<file path="src/rtl/cpu_run_monitor.sv">
// cpu_run_monitor: run-control and termination monitor for NUM_CPU cores.
// Counts RUN cycles after start and stops on the first halt, exception or
// watchdog timeout. It latches the core that ended the run, the reason and the
// cycle on which the event was sampled.
// Optional feature macro: CPU_RUN_MON_TIMEOUT_EN (enables the watchdog).
module cpu_run_monitor #(
  parameter int unsigned NUM_CPU = 1,
  parameter int unsigned CNT_W   = 32,
  parameter int unsigned TIMEOUT = 100000,
  localparam int unsigned EV_W   = (NUM_CPU > 1) ? $clog2(NUM_CPU) : 1
) (
  input  logic               clk,
  input  logic               rst_,
  input  logic               start,
  input  logic               clear,
  input  logic [NUM_CPU-1:0] halt,
  input  logic [NUM_CPU-1:0] exception,
  output logic               running,
  output logic               done,
  output logic               done_pulse,
  output logic               done_halt,
  output logic               done_exc,
  output logic               done_timeout,
  output logic [EV_W-1:0]    event_cpu,
  output logic [CNT_W-1:0]   event_cycle,
  output logic [CNT_W-1:0]   cycle_count
);

  typedef enum logic [1:0] {
    S_IDLE = 2'd0,
    S_RUN  = 2'd1,
    S_DONE = 2'd2
  } state_t;

  // Reject illegal parameterisations at elaboration
  if (NUM_CPU < 1 || NUM_CPU > 16) begin : g_bad_num_cpu
    $error("cpu_run_monitor: NUM_CPU must be 1..16");
  end
  if (TIMEOUT < 1 || 64'(TIMEOUT) > ((64'd1 << CNT_W) - 64'd1)) begin : g_bad_timeout
    $error("cpu_run_monitor: TIMEOUT must be 1..2^CNT_W-1");
  end

`ifdef CPU_RUN_MON_TIMEOUT_EN
  localparam logic [CNT_W-1:0] TO_LAST = CNT_W'(TIMEOUT - 1);
  localparam logic [CNT_W-1:0] TO_VAL  = CNT_W'(TIMEOUT);
`endif

  state_t             state_q;
  state_t             state_d;
  logic [CNT_W-1:0]   cnt_d;
  logic [CNT_W-1:0]   ev_cycle_d;
  logic [EV_W-1:0]    ev_cpu_d;
  logic               halt_d;
  logic               exc_d;
  logic               to_d;
  logic               pulse_d;

  logic [NUM_CPU-1:0] term_c;
  logic               win_c;
  logic [EV_W-1:0]    win_idx_c;
  logic               win_halt_c;

  assign term_c = halt | exception;

  // Lowest-index terminating core wins; halt outranks exception on that core
  always_comb begin
    win_c      = 1'b0;
    win_idx_c  = '0;
    win_halt_c = 1'b0;
    for (int i = NUM_CPU - 1; i >= 0; i--) begin
      if (term_c[i]) begin
        win_c      = 1'b1;
        win_idx_c  = EV_W'(i);
        win_halt_c = halt[i];
      end
    end
  end

  // Next-state and next-status logic
  always_comb begin
    state_d    = state_q;
    cnt_d      = cycle_count;
    ev_cycle_d = event_cycle;
    ev_cpu_d   = event_cpu;
    halt_d     = done_halt;
    exc_d      = done_exc;
    to_d       = done_timeout;
    pulse_d    = 1'b0;

    if (clear) begin
      state_d    = S_IDLE;
      cnt_d      = '0;
      ev_cycle_d = '0;
      ev_cpu_d   = '0;
      halt_d     = 1'b0;
      exc_d      = 1'b0;
      to_d       = 1'b0;
    end else begin
      unique case (state_q)
        S_IDLE: begin
          if (start) begin
            state_d = S_RUN;
            cnt_d   = '0;
          end
        end
        S_RUN: begin
          if (win_c) begin
            state_d    = S_DONE;
            pulse_d    = 1'b1;
            ev_cpu_d   = win_idx_c;
            ev_cycle_d = cycle_count;
            halt_d     = win_halt_c;
            exc_d      = ~win_halt_c;
`ifdef CPU_RUN_MON_TIMEOUT_EN
          end else if (cycle_count == TO_LAST) begin
            state_d    = S_DONE;
            pulse_d    = 1'b1;
            cnt_d      = TO_VAL;
            ev_cycle_d = TO_VAL;
            ev_cpu_d   = '0;
            to_d       = 1'b1;
          end else begin
            cnt_d = cycle_count + CNT_W'(1);
          end
`else
          end else if (cycle_count != '1) begin
            // Saturate rather than wrap when no watchdog is present
            cnt_d = cycle_count + CNT_W'(1);
          end
`endif
        end
        S_DONE: begin
          state_d = S_DONE;
        end
        default: begin
          state_d = S_IDLE;
        end
      endcase
    end
  end

  // State and registered outputs
  always_ff @(posedge clk or negedge rst_) begin
    if (!rst_) begin
      state_q      <= S_IDLE;
      running      <= 1'b0;
      done         <= 1'b0;
      done_pulse   <= 1'b0;
      done_halt    <= 1'b0;
      done_exc     <= 1'b0;
      done_timeout <= 1'b0;
      event_cpu    <= '0;
      event_cycle  <= '0;
      cycle_count  <= '0;
    end else begin
      state_q      <= state_d;
      running      <= (state_d == S_RUN);
      done         <= (state_d == S_DONE);
      done_pulse   <= pulse_d;
      done_halt    <= halt_d;
      done_exc     <= exc_d;
      done_timeout <= to_d;
      event_cpu    <= ev_cpu_d;
      event_cycle  <= ev_cycle_d;
      cycle_count  <= cnt_d;
    end
  end

endmodule

</file>
<file path="config.mk">
export PLATFORM = sky130hd
export DESIGN_NAME = cpu_run_monitor
export DESIGN_NICKNAME = d
export VERILOG_FILES = /design/src/rtl/cpu_run_monitor.sv
export SDC_FILE = /design/constraint.sdc
export NUM_CORES = 1
export LEC_CHECK = 0
export CORE_MARGIN = 8
export CORE_UTILIZATION = 36
export DETAILED_ROUTE_END_ITERATION = 10
export PLACE_DENSITY = 0.58
export RECOVER_POWER = 100
export SLEW_MARGIN = 20
export SYNTH_ARGS = -nofsm -noshare
export SYNTH_HDL_FRONTEND = slang
export SYNTH_SLANG_ARGS = --single-unit
</file>
<file path="constraint.sdc">
create_clock -name clk -period 2.3 [get_ports clk]
set_input_delay 0.46 -clock clk [delete_from_list [all_inputs] [get_ports clk]]
set_output_delay 0.46 -clock clk [all_outputs]
set_load 0.05 [all_outputs]
</file>
==> impl_metrics.csv, run 1 <==
group,metric,value,unit
clocking,max_root_sink_buffers,2,
setup_path,worst_setup_path_start_kind,"flip-flop",
setup_path,crit_buf_inv,2,
finish,final_layout_size_suffix_gt1_share,15.5,%
clocking,path_clk_slew,0.08,ns
sta,share_of_the_clock_period_used_by_the_worst_path_after_layout,97.1,%
power_and_ir_drop,power,0.00249,W
finish,num-nets-final,424,
place,globalplace.congestion,0.863,
clocking,cts_hold_buf,0,
detailed_routing,dr.pass1.iters,4,
clocking,insertion_delay,0.35,ns
power_and_ir_drop,seq_power_share,51.1,%
yosys,post_synth_and_or_nand_nor_area_fraction,18.2,%
yosys,ys_seq_elements,71,
setup_path,critical_path.max_stage_delay,0.83,ns
detailed_routing,drc,0,
floorplan,die_area,12800,µm²
clocking,cts_buffers,9,
sta,setup_viol_count_final,0,
setup_path,worstPathCellList,"buf_2 > clkdlybuf4s50_1",
run,max-cap-violations,0,
sta,hold_violations,0,
place,buffer_ports.inserted,74,
sta,timing.fmax,448,MHz
yosys,yosys_most_used_dff,"sky130_fd_sc_hd__dfrtp_1",
global_routing,via_count_of_the_first_global_routing_pass,3079,
floorplan,fp.dieW,113,µm
setup_path,timing.critical_path.required,1.84,ns
setup_path,cpLargestDelayFamily,"buffers and inverters",
detailed_routing,ant_nets,0,
setup_path,criticalPathCategory,"reg2out",
detailed_routing,post_drt_via_cell_ratio,5.57,
clocking,ctsResizeCount,0,
sta,max_slew.worst_pin.slew,0.951,ns
place,dpl.hpwl,6870,µm
yosys,synth_top_family_by_area,"compound AO/OA/AOI/OAI gates",
setup_path,critical_path_arrival,1.77,ns
setup_path,worst_path_max_delay_cell,"sky130_fd_sc_hd__clkdlybuf4s50_1",
setup_path,path_max_fanout,8,
yosys,synth_seq_area_share,52.1,%
worst_hold_path,worst_hold_path_type,"in2async",
finish,antenna_cells_inserted,0,
power_and_ir_drop,power.share.switching,24.5,%
detailed_routing,drtIter0Drc,150,
yosys,synth_area_per_cell,10.8,µm²
yosys,synthesis.yosys.warnings,0,
sta,finalMaxSlewViolations,0,
sta,fin_hold_ws,0.248,ns
yosys,area_share_of_xor_xnor_cells_in_the_synthesized_design,0,%
sta,fin_crit,2.23,ns
yosys,post_synthesis_adder_cell_area_fraction,0.367,%
yosys,synthesized_instance_count,316,
global_routing,grt_antenna_before_repair,0,
power_and_ir_drop,design_internal_power,0.00188,W
detailed_routing,via_count,3055,
power_and_ir_drop,comb_power_share,9.3,%
global_routing,grt_max_degree,38,
run_status,status,"finished, final reports clean",
power_and_ir_drop,power.leakage,2.30,nW
yosys,synth-compound-area-share,24.9,%
floorplan,num_io_pins,77,
sta,unrepaired_setup_endpoints_after_global_routing,"no",
yosys,synth_async_reset_ratio,100,%
clocking,cts.sinks,71,
power_and_ir_drop,p_clk_share,39.6,%
power_and_ir_drop,net-switching-power,0.000611,W
floorplan,start_util,36.9,%
clocking,cts_tree,"built",
clocking,postCtsSetupBuffers,0,
yosys,muxShareOfSynthArea,0.293,%
sta,slew_headroom,36.6,%
clocking,root_buffer,"sky130_fd_sc_hd__clkbuf_8",
floorplan,row_count,35,
global_routing,groute.usage.overall,15.4,%
detailed_routing,detail_route.wl_per_cell,17.7,µm
global_routing,grt_first_pass_wirelength,16000,µm
yosys,ys_types,50,
setup_path,capturing_element_type_of_the_critical_path,"output pin",
power_and_ir_drop,peakVddDrop,0.312,mV
power_and_ir_drop,power_density,534,nW/µm²
floorplan,design.core.area,9240,µm²
global_routing,globalRoute.totalOverflow,0,
floorplan,chipHeight,113,µm
clocking,cts-htree-levels,3,
sta,fin_worst_skew,0.0103,ns
detailed_routing,wl,9680,µm
yosys,synth_edf_count,0,
finish,synthToLayoutAreaGrowth,36.6,%
yosys,netlist_area,3410,µm²
[path summary, 6_finish.rpt]
path / slack (ns) / to / cells past startpoint / from
hold / removal: 0.25 / done_pulse$_DFF_PN0_ / 1 / rst_
setup reg to reg: 0.27 / cycle_count[1]$_DFFE_PN0P_ / 5 / cycle_count[21]$_DFFE_PN0P_
setup / recovery: 0.07 / cycle_count[14] / 2 / cycle_count[14]$_DFFE_PN0P_
hold reg to reg: 0.49 / done_exc$_DFFE_PN0P_ / 2 / done_exc$_DFFE_PN0P_
min in group clk: 0.49 / done_exc$_DFFE_PN0P_ / 2 / done_exc$_DFFE_PN0P_
max in group asynchronous: 0.68 / cycle_count[0]$_DFFE_PN0P_ / 2 / rst_
[metrics by stage]
stage | std cells | area [µm²] | setup TNS, ns | util (%) | worst slack [ns]
after global routing | 548 | 4660 | 0 | 50.5 | 0.0128
after floorplan | 317 | 3420 | 0 | - | 0.0361
after CTS | 548 | 4720 | 0 | 51.1 | 0.0524
after detailed placement | 535 | 4540 | -0.582 | 49.1 | -0.0716
after global placement | 535 | 4540 | -0.0210 | 49.1 | -0.0210
final | 548 | 4660 | 0 | 50.5 | 0.0671
[layout make-up]
type | instances | area [µm²]
flip-flops and latches | 71 | 1780
clock inverters | 1 | 30.0
repair buffers | 112 | 1030
fillers | 858 | 4580
multi-input cells | 218 | 1490
clock buffers | 12 | 155
well taps | 129 | 161
inverters | 5 | 18.8
[cells by family (layout without fill, tap and decap cells)]
group | after synthesis | after routing
adder cells (fa/ha/maj) | 1 | 1
other | 1 | 2
AO/OA/AOI/OAI | 117 | 117
flip-flops | 71 | 71
multiplexers | 1 | 1
buffers and inverters | 28 | 130
AND/OR/NAND/NOR | 97 | 97
[power by group through the flow]
stage               sequential (W)  clock (W)  combinational [W]
finish                     0.00127   0.000984           0.000233
global route               0.00127    0.00106           0.000254
CTS                        0.00127    0.00101           0.000252
detailed placement         0.00130          0           0.000251
global placement           0.00130          0           0.000251
floorplan                  0.00133          0          0.0000914
[cells in the final DEF (no fill, tap or decap), types with 3 or more instances in the layout]
master / instances
sky130_fd_sc_hd__clkbuf_8: 11
sky130_fd_sc_hd__nor2_1: 10
sky130_fd_sc_hd__nand2_1: 18
sky130_fd_sc_hd__a41oi_1: 3
sky130_fd_sc_hd__buf_4: 26
sky130_fd_sc_hd__a22o_1: 32
sky130_fd_sc_hd__o31ai_1: 27
sky130_fd_sc_hd__nand4_1: 9
sky130_fd_sc_hd__nor2b_1: 3
sky130_fd_sc_hd__nand4_4: 3
sky130_fd_sc_hd__and3_1: 5
sky130_fd_sc_hd__a21oi_1: 12
sky130_fd_sc_hd__dfrtp_1: 71
sky130_fd_sc_hd__inv_1: 5
sky130_fd_sc_hd__o41ai_1: 5
sky130_fd_sc_hd__dlygate4sd3_1: 56
sky130_fd_sc_hd__nand3_1: 17
sky130_fd_sc_hd__clkdlybuf4s50_1: 17
sky130_fd_sc_hd__o21ai_0: 20
sky130_fd_sc_hd__clkbuf_2: 8
sky130_fd_sc_hd__a31oi_1: 6
sky130_fd_sc_hd__nor3_1: 4
sky130_fd_sc_hd__nor4_1: 6
[routing by layer]
layer	GRT usage (%)	routed length (µm)
met2	23.7	4460
met3	4.53	655
met5	0	0
met1	19.9	4460
met4	5.86	104
[sequential cells by signal, summed over array words and instances (netlist names)]
register and count:
cycle_count 32, event_cycle 32, state_q 2, done 1
done_exc 1, done_halt 1, done_pulse 1, running 1
[cell usage after synthesis (2+ instances only)]
library cell,number,share of area (%)
sky130_fd_sc_hd__o31ai_1,27,5.9
sky130_fd_sc_hd__a22o_1,32,8.2
sky130_fd_sc_hd__inv_1,5,0.55
sky130_fd_sc_hd__nand4_4,3,1.9
sky130_fd_sc_hd__a21o_1,2,0.44
sky130_fd_sc_hd__nand3_1,17,2.5
sky130_fd_sc_hd__buf_2,8,1.2
sky130_fd_sc_hd__o41ai_1,5,1.3
sky130_fd_sc_hd__a21oi_1,12,1.8
sky130_fd_sc_hd__nor4_1,6,1.1
sky130_fd_sc_hd__or3b_1,2,0.51
sky130_fd_sc_hd__o21ai_0,20,2.9
sky130_fd_sc_hd__nand2_1,18,2.0
sky130_fd_sc_hd__nand4_1,8,1.5
sky130_fd_sc_hd__clkbuf_1,10,1.1
sky130_fd_sc_hd__buf_4,2,0.44
sky130_fd_sc_hd__and3_1,5,0.92
sky130_fd_sc_hd__a211o_1,2,0.51
sky130_fd_sc_hd__and4_1,2,0.51
sky130_fd_sc_hd__dfrtp_1,71,52
sky130_fd_sc_hd__nor3_1,4,0.59
sky130_fd_sc_hd__and2_1,2,0.37
sky130_fd_sc_hd__or2_2,2,0.37
sky130_fd_sc_hd__a31oi_1,6,1.1
sky130_fd_sc_hd__nand4_2,3,1.1
sky130_fd_sc_hd__a41oi_1,3,0.77
sky130_fd_sc_hd__nor2_1,10,1.1
sky130_fd_sc_hd__buf_6,2,0.66
sky130_fd_sc_hd__o22ai_1,2,0.37
sky130_fd_sc_hd__nor2b_1,3,0.55
sky130_fd_sc_hd__nand2b_1,2,0.37
sky130_fd_sc_hd__o311ai_0,2,0.51
(Power assumes the default switching activity.)
==> run 2, diff against run 1 <==
DONT_BUFFER_PORTS = 1   (was unset)
PLACE_DENSITY = 0.48   (was 0.58)
==> impl_metrics.csv, run 2 (synthesized netlist as in run 1, its figures left out) <==
group,metric,value,unit
global_routing,grt_antenna_before_repair,0,
sta,final_critical_path_setup_slack,0.208,ns
floorplan,num_io_pins,77,
finish,seq_area,1780,µm²
sta,slew_headroom,35.0,%
setup_path,criticalPathCategory,"reg2reg",
finish,multi_input_comb_area,1480,µm²
setup_path,reg2regPathDepth,6,
detailed_routing,ant_nets,0,
sta,setup_viol_count_final,0,
sta,fin_worst_skew,0.0103,ns
floorplan,row_count,35,
finish,layout_commonest_cell,"sky130_fd_sc_hd__dfrtp_1",
clocking,cts_buffers,9,
worst_hold_path,worst_hold_path_type,"in2reg",
power_and_ir_drop,power_density,677,nW/µm²
global_routing,groute.usage.overall,15.4,%
worst_hold_path,hold_path_end,"running$_DFF_PN0_",
global_routing,grt_max_degree,72,
global_routing,globalRoute.totalOverflow,0,
sta,unrepaired_setup_endpoints_after_global_routing,"no",
sta,fin_hold_ws,0.172,ns
detailed_routing,detail_route.wl_per_cell,19.6,µm
detailed_routing,post_drt_via_cell_ratio,5.71,
power_and_ir_drop,power,0.00268,W
finish,final_cell_mix,"sky130_fd_sc_hd__dfrtp_1, sky130_fd_sc_hd__a22o_1, sky130_fd_sc_hd__o31ai_1",
global_routing,via_count_of_the_first_global_routing_pass,2779,
sta,timing.fmax,478,MHz
clocking,path_clk_slew,0.08,ns
power_and_ir_drop,peakVddDrop,0.278,mV
finish,synthToLayoutAreaGrowth,15.9,%
setup_path,reg2reg_slack,0.21,ns
sta,totalNegativeSetupSlack,0,ns
finish,biggestRegsByFlops,"cycle_count (32), event_cycle (32), state_q (2)",
finish,num-nets-final,361,
setup_path,worstReg2RegEnd,"cycle_count[23]$_DFFE_PN0P_",
setup_path,critical_path_arrival,2.36,ns
clocking,max_root_sink_buffers,2,
setup_path,reg2reg_start,"cycle_count[17]$_DFFE_PN0P_",
detailed_routing,dr.pass1.iters,4,
sta,share_of_the_clock_period_used_by_the_worst_path_after_layout,91.0,%
clocking,cts-htree-levels,3,
finish,antenna_cells_inserted,0,
clocking,insertion_delay,0.34,ns
finish,fin_util,42.8,%
detailed_routing,wl,9570,µm
sta,max_slew.worst_pin.slew,0.975,ns
floorplan,design.core.area,9240,µm²
run,max-cap-violations,0,
sta,finalMaxSlewViolations,0,
place,globalplace.congestion,0.830,
place,buffer_ports.inserted,0,
clocking,ctsResizeCount,0,
finish,final_layout_size_suffix_gt1_share,15.1,%
floorplan,fp.dieW,113,µm
detailed_routing,drc,0,
power_and_ir_drop,power.leakage,1.82,nW
setup_path,worst_setup_path_start_kind,"flip-flop",
floorplan,start_util,36.9,%
detailed_routing,via_count,2783,
setup_path,crit_path_start,"cycle_count[17]$_DFFE_PN0P_",
sta,fin_crit,2.09,ns
setup_path,timing.critical_path.required,2.57,ns
place,dpl_worst_slack,0.256,ns
worst_hold_path,min_delay_path_depth,1,
run_status,status,"finished, final reports clean",
worst_hold_path,holdCritStartpoint,"clear",
sta,hold_violations,0,
floorplan,die_area,12800,µm²
clocking,cts_tree,"built",
clocking,cts.sinks,71,
detailed_routing,drtIter0Drc,136,
clocking,root_buffer,"sky130_fd_sc_hd__clkbuf_8",
place,dpl.hpwl,6530,µm
floorplan,chipHeight,113,µm
finish,final.fill_count,921,
setup_path,path_max_fanout,7,
global_routing,grt_first_pass_wirelength,15800,µm
setup_path,capturing_element_type_of_the_critical_path,"flip-flop",
## run 2: timing repair
| item | 4_1_cts | 5_1_grt |
|---|---|---|
| setup buffers | 0 | 0 |
| endpoints found under the setup margin | 0 | 0 |
| hold endpoints to repair | 71 | 0 |
| hold buffers | 2 | 0 |
## run 2: worst max path at each step
stage                                   to  slack, ns
3_3_place_gp    cycle_count[7]$_DFFE_PN0P_       0.28
6_report       cycle_count[23]$_DFFE_PN0P_       0.21
5_1_grt         cycle_count[7]$_DFFE_PN0P_       0.07
2_1_floorplan  cycle_count[30]$_DFFE_PN0P_       0.04
3_5_place_dp    cycle_count[7]$_DFFE_PN0P_       0.26
4_1_cts         cycle_count[7]$_DFFE_PN0P_       0.30
## run 2: cell type report
type                    count  share of cell area (%)
flip-flops and latches     71                    44.9
multi-input cells         218                    37.4
repair buffers             49                    6.96
well taps                 129                    4.08
clock buffers              10                    3.48
clock inverters             5                    2.69
inverters                   5                   0.475
## run 2: stage by stage
stage                     std cells  cell area, µm²
final                           487            3960
after global routing            487            3960
after CTS                       487            4110
after detailed placement        470            3830
after global placement          470            3830
after floorplan                 317            3420
## run 2: report_power, final
group	switching [W]	internal (W)
clock	0.000476	0.000746
sequential	0.0000308	0.00126
combinational	0.000129	0.0000346
## run 2: routing by layer
metal | global-route usage, % | wire [µm] | up-vias
met5 | 0 | 0 | -
met4 | 5.86 | 136 | 0
met3 | 3.67 | 594 | 9
met2 | 22.9 | 4290 | 74
met1 | 21.1 | 4540 | 1386
li1 | - | - | 1314
## run 2: critical path: stages (launching register included)
cell,delay (ns)
sky130_fd_sc_hd__dfrtp_1,0.34
sky130_fd_sc_hd__clkbuf_1,0.64
sky130_fd_sc_hd__and3_1,0.33
sky130_fd_sc_hd__nand3_1,0.12
sky130_fd_sc_hd__nor4b_1,0.28
sky130_fd_sc_hd__and3_1,0.19
sky130_fd_sc_hd__a211o_1,0.11
